--- src/rtl/pc_fetch_gen.sv ---
`timescale 1ns/1ps
// Fetch PC register and request generator with pending branch/trap redirect capture.
// One request per cycle when req_ready is high; an issued request holds until accepted, and stall only blocks the next one.
module pc_fetch_gen #(
    parameter int              XLEN       = 32,
    parameter logic [XLEN-1:0] RESET_VEC  = '0,
    parameter int              PC_INC     = 4,
    parameter int              ALIGN_BITS = 2
) (
    input  logic            clk,
    input  logic            rst,
    input  logic            stall,
    input  logic            redirect_en,
    input  logic [XLEN-1:0] redirect_pc,
    input  logic            trap_en,
    input  logic [XLEN-1:0] trap_pc,
    output logic            req_valid,
    input  logic            req_ready,
    output logic [XLEN-1:0] req_pc,
    output logic [XLEN-1:0] pc,
    output logic [XLEN-1:0] pc_nxt,
    output logic            flush,
    output logic            misalign
);

    localparam logic [XLEN-1:0] INC        = XLEN'(PC_INC);
    localparam logic [XLEN-1:0] ALIGN_MASK = {XLEN{1'b1}} << ALIGN_BITS;

    typedef enum logic [1:0] {BOOT, FETCH, WAIT} state_t;

    state_t          state;
    state_t          state_next;
    logic            pend_vld;
    logic            pend_trap;
    logic [XLEN-1:0] pend_pc;

    logic            accept;
    logic            tgt_vld;
    logic [XLEN-1:0] tgt_pc;
    logic            load_tgt;
    logic            load_seq;
    logic            pend_clr;
    logic            pend_capture;

    assign req_valid = (state == FETCH);
    assign req_pc    = pc;
    assign pc_nxt    = pc + INC;
    assign accept    = req_valid & req_ready;

    // Arriving trap > pending trap > arriving redirect > pending redirect.
    always_comb begin
        tgt_vld = 1'b1;
        tgt_pc  = trap_pc;
        if (trap_en) begin
            tgt_pc = trap_pc;
        end else if (pend_vld && pend_trap) begin
            tgt_pc = pend_pc;
        end else if (redirect_en) begin
            tgt_pc = redirect_pc;
        end else if (pend_vld) begin
            tgt_pc = pend_pc;
        end else begin
            tgt_vld = 1'b0;
        end
    end

    always_ff @(posedge clk or posedge rst) begin
        if (rst) begin
            state <= BOOT;
        end else begin
            state <= state_next;
        end
    end

    // Pending entries only exist in FETCH, so BOOT/WAIT see arrivals alone.
    always_comb begin
        state_next   = state;
        load_tgt     = 1'b0;
        load_seq     = 1'b0;
        pend_clr     = 1'b0;
        pend_capture = 1'b0;
        case (state)
            BOOT: begin
                state_next = stall ? WAIT : FETCH;
                load_tgt   = tgt_vld;
            end
            FETCH: begin
                if (accept) begin
                    state_next = stall ? WAIT : FETCH;
                    load_tgt   = tgt_vld;
                    load_seq   = ~tgt_vld;
                    pend_clr   = 1'b1;
                end else begin
                    pend_capture = trap_en | (redirect_en & ~(pend_vld & pend_trap));
                end
            end
            WAIT: begin
                if (!stall) begin
                    state_next = FETCH;
                end
                load_tgt = tgt_vld;
            end
            default: begin
                state_next = BOOT;
            end
        endcase
    end

    always_ff @(posedge clk or posedge rst) begin
        if (rst) begin
            pc        <= RESET_VEC;
            pend_vld  <= 1'b0;
            pend_trap <= 1'b0;
            pend_pc   <= '0;
            flush     <= 1'b0;
            misalign  <= 1'b0;
        end else begin
            flush    <= redirect_en | trap_en;
            misalign <= load_tgt & (|(tgt_pc & ~ALIGN_MASK));
            if (load_tgt) begin
                pc <= tgt_pc & ALIGN_MASK;
            end else if (load_seq) begin
                pc <= pc_nxt;
            end
            if (pend_clr) begin
                pend_vld  <= 1'b0;
                pend_trap <= 1'b0;
            end else if (pend_capture) begin
                pend_vld  <= 1'b1;
                pend_trap <= trap_en;
                pend_pc   <= trap_en ? trap_pc : redirect_pc;
            end
        end
    end

endmodule

--- config.mk ---
export PLATFORM = sky130hd
export DESIGN_NAME = pc_fetch_gen
export DESIGN_NICKNAME = d
export VERILOG_FILES = /design/src/rtl/pc_fetch_gen.sv
export SDC_FILE = /design/constraint.sdc
export NUM_CORES = 1
export LEC_CHECK = 0
export CAP_MARGIN = 20
export CORE_MARGIN = 2
export CORE_UTILIZATION = 35
export CTS_BUF_LIST = sky130_fd_sc_hd__clkbuf_4
export DETAILED_ROUTE_END_ITERATION = 12
export GPL_ROUTABILITY_DRIVEN = 0
export PLACE_DENSITY = 0.66
export SYNTH_ARGS = -nofsm -noshare
export SYNTH_HDL_FRONTEND = slang
export SYNTH_SLANG_ARGS = --single-unit
--- constraint.sdc ---
create_clock -name clk -period 2.05 [get_ports clk]
set_input_delay 0.3075 -clock clk [delete_from_list [all_inputs] [get_ports clk]]
set_output_delay 0.3075 -clock clk [all_outputs]
set_load 0.05 [all_outputs]
==> out/results.tsv, run 1 <==
stage	metric	value	unit
cells_and_area	Nets	899	
status	failing checks	negative setup slack	
clocking	CTS Sinks	68	
flow_run	max-cap violations	0	
synthesis	Post-synth EDFFs	0	
die	Die Height	124	um
synthesis	mapped cell area	0.00507	mm^2
detailed_routing	drt pass-1 iters	5	
timing	Final Skew	15.2	ps
detailed_routing	vias per inst	5.59	
detailed_routing	routed wire length	18.8	mm
critical_path	crit path max fanout	3	
synthesis	Synth top area share	33.6	%
synthesis	Yosys reg bits	68	
cells_and_area	share of cells above drive strength 1	37.3	%
synthesis	yosys warns	0	
place	# port buffers	162	
critical_path	Startpoint Class	flop	
global_route	largest net degree at the start of global routing	69	
timing	RSZ-0062 raised after global routing	true	
cells_and_area	fin cells	1014	
clocking	CTS tree	built	
timing	setup violators final	27	
die	Initial Utilization	36.1	%
clocking	CTS Buf Count	9	
global_route	vias in the first global route	5484	
critical_path	CP arrival	2300	ps
timing	Hold Fails Final Rpt	0	
place	Inst Count DP	981	
global_route	gr usage total	23.7	%
timing	max-slew headroom at the worst pin	65.2	%
detailed_routing	Post-DRT Antenna Nets	0	
power_and_ir_drop	Pwr per Cell Area	1170	mW/mm^2
clocking	Clock Latency Late Sink	440	ps
synthesis	Async SR Flop Fraction	100	%
clocking	CTS Hold Bufs	0	
detailed_routing	vias	5669	
status	status	finished, violations left	
synthesis	largest cells by area after synthesis	dfrtp_1 (34%), mux2i_1 (6.9%), buf_4 (5.6%)	
detailed_routing	First DRT Iteration DRCs	431	
synthesis	Mapped Cells	590	
synthesis	top_reg_cell synth	dfrtp_1	
die	Die Area	0.0155	mm^2
synthesis	syn_area_per_cell	8.60	um^2
power_and_ir_drop	Pleak	3.85	nW
global_route	met1 Resource Use GR	32.6	%
global_route	layer carrying the most global-route usage	met2	
die	row cnt	43	
timing	Least-Margin Pin Slew	525	ps
clocking	clock tree buffer depth	2	
timing	period utilisation layout	127	%
synthesis	cell type with the largest total area after synthesis	dfrtp_1	
cells_and_area	fill cell total of the finished layout	1155	
global_route	GRT overflow	0	
global_route	global-route wire length before repair	29.7	mm
power_and_ir_drop	Max rail drop VDD	0.483	mV
die	Core Footprint	0.0140	mm^2
timing	Slew Viols, Final	0	
detailed_routing	DR WL/cell	18.5	um
synthesis	post-synthesis sequential area ratio	33.6	%
global_route	Global Route met3 Usage	3.69	%
global_route	grt met2 use	38.2	%
critical_path	crit end category	output pin	
clocking	htree depth	3	
clocking	clock-pin slew on the worst setup and hold paths	120	ps
timing	fmax	383	MHz
detailed_routing	DRC viols	0	
power_and_ir_drop	total power	0.0101	W
timing	setup ws final	-561	ps
critical_path	critical path class	flop to output pin	
timing	min cycle time layout	2610	ps
global_route	initial antenna violation count	1	
die	I/O pin count	169	
synthesis	Yosys cell types	74	
critical_path	WP data required	1740	ps
cells_and_area	Syn-to-layout area delta	70.3	%
place	post-DP HPWL	14.4	mm
worst_hold_path	Hold Path Class	input port to asynchronous set/reset pin	
clocking	root buffer cell	clkbuf_4	
die	die width	124	um
[through the flow]
stage	hold WS (ps)	instance area, um^2	TNS, ps	setup WS (ps)	util [%]
6_report	259	8640	-9510	-561	61.5
5_1_grt	294	8640	-11750	-645	61.5
4_1_cts	260	8380	-10080	-551	59.7
3_5_place_dp	470	8100	-4070	-225	57.7
3_3_place_gp	462	8100	-2810	-146	57.7
2_1_floorplan	436	5550	-10530	-537	-
[power by group]
| group | total (W) | internal (W) | switching [W] |
|---|---|---|---|
| clock | 0.000886 | 0.000373 | 0.000513 |
| combinational | 0.00710 | 0.00278 | 0.00432 |
| sequential | 0.00210 | 0.00177 | 0.000331 |
[cells in the final DEF (no fill, tap or decap), types with 6 or more instances in the layout]
cell type	Yosys	layout
o21ai_0	53	53
buf_4	38	139
nand4_1	7	7
nand3_1	16	11
a21oi_1	17	16
clkdlybuf4s50_1	0	70
o22ai_1	22	21
conb_1	1	6
nor4_4	2	6
dlygate4sd2_1	0	46
inv_1	9	7
xnor2_4	0	13
clkbuf_4	0	10
buf_6	3	13
nand2_2	2	9
o221ai_1	7	7
mux2i_1	35	35
buf_12	0	33
xor2_4	0	6
xnor2_2	0	6
nor2_1	35	33
a211oi_1	7	7
dfrtp_2	0	24
or3_1	6	6
nand2_1	67	55
o22a_1	9	9
dfrtp_1	68	44
nor3_1	19	14
[cell families after synthesis]
logic type	share of synthesized area, %
and+or+nand+nor	19.8
AOI/OAI and AO/OA	22.8
buffers and inverters	10.6
DFF	33.6
muxes	7.40
xor gates and xnor gates	5.53
adders and majority gates	0.247
other	0.0739
[final timing paths]
check / end / slack (ps) / depth (start not counted) / from
worst max-delay path: pc_nxt[26] / -560 / 7 / pc[2]
worst min-delay path: pend_pc[1] / 260 / 3 / rst
worst max register to register: pc[31] / -160 / 8 / pc[5]
worst min register to register: pend_pc[22] / 490 / 2 / pend_pc[22]
max in group asynchronous: pc[22] / 1460 / 3 / rst
min in group clk: pend_pc[11] / 370 / 3 / trap_en
[cell usage after synthesis (all sizes together) (2+ instances only)]
master and count:
or3 7, o21ai 56, or4 2, a32oi 3, o221ai 7, o211ai 3, nand2 69, mux2i 36
o311a 2, a21boi 5, a21oi 18, o22ai 22, a22o 4, o22a 9, inv 9, o32a 2
nand4 9, nor3 21, a211o 2, and3 5, nand2b 5, nand3 17, xnor2 23, nor2 35
nand3b 2, and4 5, clkbuf 30, a311oi 5, o221a 2, dfrtp 68, nor4 7, a221o 2
xor2 9, nor2b 2, buf 50, and2 3, o311ai 4, a21o 2, a31oi 5, a211oi 7
[critical path: stages, from the launching register on]
cell and delay, ps:
dfrtp_2 440, ha_4 150, nand4_1 150, or4_4 520, nor3_4 140, buf_6 140, xor2_4 170, buf_12 150
[timing repair]
action                                  in CTS  in global routing
gates resized for setup                     73                 40
endpoints found under the setup margin      74                 31
buffers inserted                             9                  9
pin swaps                                   17                 24
[layer usage]
| layer | part of all wire, % | up-vias | wire (um) |
|---|---|---|---|
| met2 | 48 | 292 | 8970 |
| li1 | - | 2609 | - |
| met3 | 7.0 | 30 | 1310 |
| met5 | 0 | - | 0 |
| met1 | 43 | 2738 | 8060 |
| met4 | 2.3 | 0 | 426 |
[flip-flops by register name (all words and copies together) (netlist names)]
signal     count
flush          1
misalign       1
pc            30
pend_pc       32
pend_trap      1
pend_vld       1
state          2
[layout make-up]
| type | count | area (um^2) | share of cell area, % |
|---|---|---|---|
| antenna | 1 | 2.50 | 0.0290 |
| clock buffer | 10 | 75.1 | 0.869 |
| clock inverter | 6 | 55.1 | 0.637 |
| inverter | 9 | 33.8 | 0.391 |
| multi-input combinational | 438 | 3560 | 41.2 |
| sequential | 68 | 1730 | 20.0 |
| tap | 180 | 225 | 2.61 |
| timing repair buffer | 302 | 2960 | 34.3 |
(Power assumes the default switching activity.)
==> inputs of run 2 (changes only) <==
- ABC_AREA: default -> 1
- GPL_ROUTABILITY_DRIVEN: 0 -> default
==> run 2 against run 1 <==
Compared with the run above:
- the flow still finishes with violations (negative setup slack)
- via count rose by 15%
- die area rose by 3.6%
- flip-flop and latch count did not move
==> out/results.tsv, run 2 <==
stage	metric	value	unit	change
timing	setup ws final	-242	ps	was -561 ps
detailed_routing	vias	6493		was 5669
critical_path	Largest stage delay, worst path	450	ps	was 520 ps
synthesis	yosys warns	0		unchanged
critical_path	WP data required	1740	ps	about the same
timing	Slew Viols, Final	0		unchanged
die	die width	127	um	was 124 um
clocking	CTS Buf Count	9		unchanged
global_route	global-route wire length before repair	30.1	mm	was 29.7 mm
critical_path	crit path max fanout	4		was 3
cells_and_area	share of cells above drive strength 1	29.5	%	was 37.3%
die	Core Footprint	0.0146	mm^2	was 0.0140 mm^2
die	Die Height	127	um	was 124 um
synthesis	largest cells by area after synthesis	dfrtp_1 (32%), nand2_1 (22%), nor2_1 (9.4%)		was dfrtp_1 (34%), mux2i_1 (6.9%), buf_4 (5.6%)
critical_path	Crit path max-delay family	simple AND/OR/NAND/NOR gates		unchanged
timing	setup TNS	-3610	ps	was -9510 ps
synthesis	syn_area_per_cell	6.21	um^2	was 8.60 um^2
synthesis	Post-synth EDFFs	0		unchanged
synthesis	most common cell in the netlist	nand2_1		was dfrtp_1
synthesis	mapped cell area	0.00526	mm^2	was 0.00507 mm^2
power_and_ir_drop	Pleak	4.05	nW	was 3.85 nW
cells_and_area	commonest non-fill, non-tap cell in the layout	nand2_1		was buf_4
timing	max-slew headroom at the worst pin	65.9	%	was 65.2%
worst_hold_path	Hold Path Class	input port to asynchronous set/reset pin		unchanged
clocking	clock tree buffer depth	2		unchanged
clocking	htree depth	3		unchanged
cells_and_area	n_diodes	0		was 1
synthesis	Synth top area share	32.3	%	was 33.6%
critical_path	CP bufs+invs	2		unchanged
die	row cnt	44		was 43
status	failing checks	negative setup slack		unchanged
clocking	Clock Latency Late Sink	470	ps	was 440 ps
critical_path	critical path, cell by cell	nand2_2 > nor2_4 > buf_4 > nand2_1 > nor2_4 > nand2_1 > nand2_1 > nand2_2 > buf_12		was ha_4 > nand4_1 > or4_4 > nor3_4 > buf_6 > xor2_4 > buf_12
clocking	clock-pin slew on the worst setup and hold paths	130	ps	was 120 ps
die	I/O pin count	169		unchanged
timing	setup violators final	26		was 27
detailed_routing	DR WL/cell	16.6	um	was 18.5 um
power_and_ir_drop	Max rail drop VDD	0.538	mV	was 0.483 mV
power_and_ir_drop	clock share of power	9.2	%	was 8.8%
place	post-DP HPWL	14.1	mm	was 14.4 mm
status	status	finished, violations left		unchanged
synthesis	top_reg_cell synth	dfrtp_1		unchanged
detailed_routing	First DRT Iteration DRCs	715		was 431
global_route	GRT overflow	0		unchanged
cells_and_area	Largest register FFs	32		unchanged
synthesis	post-synthesis sequential area ratio	32.3	%	was 33.6%
power_and_ir_drop	net switching power	0.00632	W	was 0.00517 W
timing	fmax	436	MHz	was 383 MHz
cells_and_area	Core Util, Final	59.3	%	was 61.5%
synthesis	Mapped Cells	847		was 590
timing	Least-Margin Pin Slew	510	ps	was 525 ps
timing	period utilisation layout	112	%	was 127%
global_route	initial antenna violation count	0		was 1
place	Setup WS pre-CTS	-50.9	ps	was -225 ps
cells_and_area	Nets	1134		was 899
detailed_routing	DRC viols	0		unchanged
synthesis	Async SR Flop Fraction	100	%	unchanged
place	# port buffers	162		unchanged
global_route	largest net degree at the start of global routing	45		was 69
cells_and_area	most frequent cells in the layout	nand2_1 (249), nor2_1 (103), buf_4 (97), clkdlybuf4s50_1 (71), o21ai_0 (55)		was buf_4 (139), clkdlybuf4s50_1 (70), nand2_1 (55), o21ai_0 (53), dlygate4sd2_1 (46)
clocking	CTS tree	built		unchanged
cells_and_area	Syn-to-layout area delta	64.6	%	was 70.3%
detailed_routing	vias per inst	5.19		was 5.59
global_route	vias in the first global route	5603		was 5484
cells_and_area	Biggest register	pend_pc		unchanged
critical_path	critical path class	flop to output pin		unchanged
power_and_ir_drop	combinational share of power	70.6	%	was 70.4%
place	gpl congestion	0.886		
power_and_ir_drop	sw frac	53.6	%	was 51.2%
timing	min cycle time layout	2290	ps	was 2610 ps
critical_path	slowest stage cell, crit path	dfrtp_2		was or4_4
flow_run	max-cap violations	0		unchanged
cells_and_area	top flop regs	pend_pc: 32 flops, pc: 30 flops, state: 2 flops		unchanged
timing	RSZ-0062 raised after global routing	true		unchanged
critical_path	CP arrival	1980	ps	was 2300 ps
cells_and_area	fill cell total of the finished layout	1287		was 1155
synthesis	cell type with the largest total area after synthesis	dfrtp_1		unchanged
timing	Final Skew	20.4	ps	was 15.2 ps
clocking	root buffer cell	clkbuf_4		unchanged
detailed_routing	routed wire length	20.8	mm	was 18.8 mm
detailed_routing	drt pass-1 iters	5		unchanged
synthesis	most frequent cells after synthesis	nand2_1 (304), nor2_1 (132), dfrtp_1 (68)		was dfrtp_1 (68), nand2_1 (67), o21ai_0 (53)
synthesis	Yosys cell types	30		was 74
power_and_ir_drop	Seq pwr share	20.2	%	was 20.9%
global_route	gr usage total	23.7	%	about the same
timing	Hold Fails Final Rpt	0		unchanged
critical_path	Worst path most repeated cell	nand2_1		
critical_path	crit end category	output pin		unchanged
synthesis	Yosys reg bits	68		unchanged
detailed_routing	Post-DRT Antenna Nets	0		unchanged
power_and_ir_drop	Pwr per Cell Area	1360	mW/mm^2	was 1170 mW/mm^2
critical_path	Startpoint Class	flop		unchanged
die	Die Area	0.0160	mm^2	was 0.0155 mm^2
power_and_ir_drop	Int Pwr	0.00548	W	was 0.00492 W
die	Initial Utilization	36.1	%	about the same
clocking	CTS Sinks	68		unchanged
==> run 2: final cells by class <==
type                    instances  area (um^2)  share of cell area [%]
clock inverters                 6         88.8                    1.03
inverters                      55          211                    2.44
well taps                     184          230                    2.66
repair buffers                274         2840                    32.7
clock buffers                  10         75.1                   0.867
multi-input cells             655         3490                    40.3
flip-flops and latches         68         1730                    20.0
==> run 2: metal layers <==
layer / GRT usage (%) / part of all wire [%] / vias up
met1: 34.6 / 43 / 2971
li1: - / - / 3099
met4: 8.86 / 3.2 / 0
met5: 0 / 0 / -
met3: 3.54 / 8.3 / 57
met2: 35.3 / 46 / 366
==> run 2: what timing repair did <==
item,in CTS,in global routing
setup buffers,29,36
setup endpoints to repair,87,34
pin swaps,23,45
resized for setup,143,92
hold buffers,0,0
==> run 2: worst register-to-register path: cells and delay by family (launching register included) <==
family | cells | cell delay (ps)
simple gates | 8 | 850
flops | 1 | 440
buf+inv | 3 | 420
==> run 2: worst paths after layout <==
| check | start | to | slack (ps) | cells past startpoint |
|---|---|---|---|---|
| setup / recovery | pc[8] | pc_nxt[30] | -240 | 9 |
| hold / removal | rst | pc[12] | 70 | 2 |
| setup reg to reg | pc[14] | pc[31] | 260 | 11 |
| hold reg to reg | pend_pc[31] | pend_pc[31] | 520 | 2 |
| max in group asynchronous | rst | pc[27] | 1420 | 3 |
| min in group clk | stall | state[1] | 410 | 3 |
==> run 2: cell families after synthesis <==
| family | synth area share, % |
|---|---|
| simple gates | 40.3 |
| buf+inv | 12.6 |
| compound gates | 12.8 |
| flops | 32.3 |
| xor+xnor | 1.66 |
| fa+ha+maj | 0.238 |
| other cells | 0.0713 |
==> run 2: power by group through the flow <==
stage	registers [W]	logic, W	clock network (W)
finish	0.00239	0.00833	0.00109
floorplan	0.00314	0.00382	0
detailed placement	0.00245	0.00731	0
global placement	0.00244	0.00728	0
global route	0.00244	0.00874	0.00114
CTS	0.00236	0.00761	0.00108
==> run 2: stage by stage <==
| step | hold WS (ps) | area [um^2] | power, W | std cells |
|---|---|---|---|---|
| 2_1_floorplan | 414 | 5340 | 0.00697 | 852 |
| 3_3_place_gp | 495 | 7470 | 0.00972 | 1174 |
| 3_5_place_dp | 497 | 7470 | 0.00976 | 1174 |
| 4_1_cts | 78.9 | 8060 | 0.0111 | 1218 |
| 5_1_grt | 80.9 | 8660 | 0.0123 | 1252 |
| 6_report | 73.2 | 8660 | 0.0118 | 1252 |
==> inputs of run 3 (changes only) <==
- HOLD_SLACK_MARGIN: default -> 0.12
==> run 3 against run 2 <==
Compared with the run above:
- the run still ends with negative setup slack left
- cell count hardly changed
- wire length is 0.11% higher
- clock power hardly changed
- power hardly changed
- core utilization is 0.069 points higher
- via count is 0.17% higher
- sequential share of layout area hardly changed
- design area is 0.12% higher
- worst setup slack better by 0.70 ps
- critical path depth stayed put
- flip-flop and latch count stayed put
==> out/results.tsv, run 3 (synthesized netlist as in run 2, its figures left out) <==
stage	metric	value	unit	change
global_route	largest net degree at the start of global routing	45		unchanged
timing	Slew Viols, Final	0		unchanged
die	die width	127	um	unchanged
timing	Hold Fails Final Rpt	0		unchanged
detailed_routing	First DRT Iteration DRCs	744		was 715
timing	period utilisation layout	112	%	about the same
cells_and_area	commonest non-fill, non-tap cell in the layout	nand2_1		unchanged
status	failing checks	negative setup slack		unchanged
place	Inst Count DP	1174		unchanged
timing	min cycle time layout	2290	ps	about the same
cells_and_area	fill cell total of the finished layout	1289		was 1287
cells_and_area	Nets	1135		was 1134
status	status	finished, violations left		unchanged
critical_path	CP bufs+invs	2		unchanged
clocking	htree depth	3		unchanged
detailed_routing	routed wire length	20.8	mm	about the same
clocking	clock-pin slew on the worst setup and hold paths	130	ps	about the same
critical_path	slowest stage cell, crit path	dfrtp_2		unchanged
timing	Least-Margin Pin Slew	510	ps	about the same
flow_run	max-cap violations	0		unchanged
timing	setup violators final	26		unchanged
critical_path	Startpoint Class	flop		unchanged
detailed_routing	DRC viols	0		unchanged
timing	RSZ-0062 raised after global routing	true		unchanged
place	gpl congestion	0.886		unchanged
critical_path	crit end category	output pin		unchanged
power_and_ir_drop	Pleak	4.06	nW	was 4.05 nW
global_route	gr usage total	23.7	%	unchanged
clocking	clock tree buffer depth	2		unchanged
timing	max-slew headroom at the worst pin	65.9	%	unchanged
global_route	initial antenna violation count	0		unchanged
critical_path	crit path max fanout	4		unchanged
cells_and_area	Biggest register	pend_pc		unchanged
die	Die Height	127	um	unchanged
worst_hold_path	Hold Path Class	input port to flop		was input port to asynchronous set/reset pin
cells_and_area	share of cells above drive strength 1	29.5	%	about the same
clocking	root buffer cell	clkbuf_4		unchanged
timing	hold slack	407	ps	was 73.2 ps
cells_and_area	Core Util, Final	59.4	%	was 59.3%
die	Initial Utilization	36.1	%	unchanged
clocking	CTS Sinks	68		unchanged
cells_and_area	most frequent cells in the layout	nand2_1 (249), nor2_1 (103), buf_4 (97), clkdlybuf4s50_1 (71), o21ai_0 (55)		unchanged
detailed_routing	vias	6504		was 6493
critical_path	CP arrival	1980	ps	about the same
detailed_routing	vias per inst	5.19		about the same
place	post-DP HPWL	14.1	mm	unchanged
die	Die Area	0.0160	mm^2	unchanged
power_and_ir_drop	Pwr per Cell Area	1360	mW/mm^2	about the same
global_route	global-route wire length before repair	30.1	mm	unchanged
cells_and_area	n_diodes	0		unchanged
cells_and_area	top flop regs	pend_pc: 32 flops, pc: 30 flops, state: 2 flops		unchanged
detailed_routing	DR WL/cell	16.6	um	about the same
critical_path	Largest stage delay, worst path	450	ps	about the same
timing	setup ws final	-241	ps	was -242 ps
critical_path	critical path, cell by cell	nand2_2 > nor2_4 > buf_4 > nand2_1 > nor2_4 > nand2_1 > nand2_1 > nand2_2 > buf_12		unchanged
die	row cnt	44		unchanged
global_route	GRT overflow	0		unchanged
cells_and_area	Syn-to-layout area delta	64.8	%	was 64.6%
clocking	CTS Buf Count	9		unchanged
die	I/O pin count	169		unchanged
power_and_ir_drop	Max rail drop VDD	0.537	mV	was 0.538 mV
critical_path	WP data required	1740	ps	about the same
detailed_routing	drt pass-1 iters	6		was 5
cells_and_area	fin cells	1253		was 1252
clocking	Clock Latency Late Sink	470	ps	about the same
detailed_routing	Post-DRT Antenna Nets	0		unchanged
cells_and_area	Largest register FFs	32		unchanged
place	# port buffers	162		unchanged
global_route	vias in the first global route	5609		was 5603
clocking	CTS tree	built		unchanged
timing	fmax	436	MHz	about the same
die	Core Footprint	0.0146	mm^2	unchanged
place	Setup WS pre-CTS	-50.9	ps	unchanged
critical_path	Worst path most repeated cell	nand2_1		unchanged
critical_path	critical path class	flop to output pin		unchanged
timing	Final Skew	17.2	ps	was 20.4 ps
power_and_ir_drop	total power	0.0118	W	about the same
critical_path	Crit path max-delay family	simple AND/OR/NAND/NOR gates		unchanged
-- run 3: cell count changes in the layout (fill, tap and decap cells not counted) --
cell,delta
dlygate4sd3_1,+1
-- run 3: final timing paths --
path	slack (ps)	startpoint	cells after the start	to
worst max-delay path	-240	pc[8]	9	pc_nxt[30]
worst min-delay path	410	stall	3	state[1]
worst max register to register	260	pc[14]	11	pc[31]
worst min register to register	520	pend_pc[31]	2	pend_pc[31]
max in group asynchronous	860	rst	4	pc[26]
min in group asynchronous	630	rst	3	pc[12]
-- run 3: routing by layer --
| layer | global-route usage, % | part of all wire, % | up-vias |
|---|---|---|---|
| met5 | 0 | 0 | - |
| li1 | - | - | 3103 |
| met3 | 3.54 | 8.6 | 71 |
| met2 | 35.3 | 46 | 382 |
| met1 | 34.6 | 42 | 2948 |
| met4 | 8.86 | 3.5 | 0 |
-- run 3: where the power goes --
part           total (W)  switching, W  internal, W  leakage [nW]
Sequential       0.00239      0.000535      0.00185         0.768
Clock            0.00108      0.000577     0.000507        0.0826
Combinational    0.00833       0.00521      0.00312          3.20
-- run 3: worst min-delay path: stages --
cell             delay [ps]
clkdlybuf4s50_1         440
inv_1                    70
nor2_1                   40
-- run 3: final cells by class --
class / count / area [um^2] / area share [%]
clock inverters: 6 / 88.8 / 1.02
multi-input cells: 655 / 3490 / 40.2
repair buffers: 275 / 2850 / 32.8
flip-flops and latches: 68 / 1730 / 20.0
well taps: 184 / 230 / 2.66
inverters: 55 / 211 / 2.44
clock buffers: 10 / 75.1 / 0.866
-- run 3: through the flow --
| stage | cell area (um^2) | setup TNS [ps] |
|---|---|---|
| 6_report | 8670 | -3610 |
| 5_1_grt | 8670 | -5360 |
| 4_1_cts | 8070 | -2670 |
| 3_5_place_dp | 7470 | -50.9 |
| 3_3_place_gp | 7470 | -26.4 |
| 2_1_floorplan | 5340 | -1190 |
-- run 3: timing repair --
action,4_1_cts,5_1_grt
pin swaps,23,45
setup buffers,29,36
hold buffers,1,0
gates cloned,0,0
setup endpoints to repair,87,34
gates resized for setup,143,92
endpoints found under the hold margin,6,0
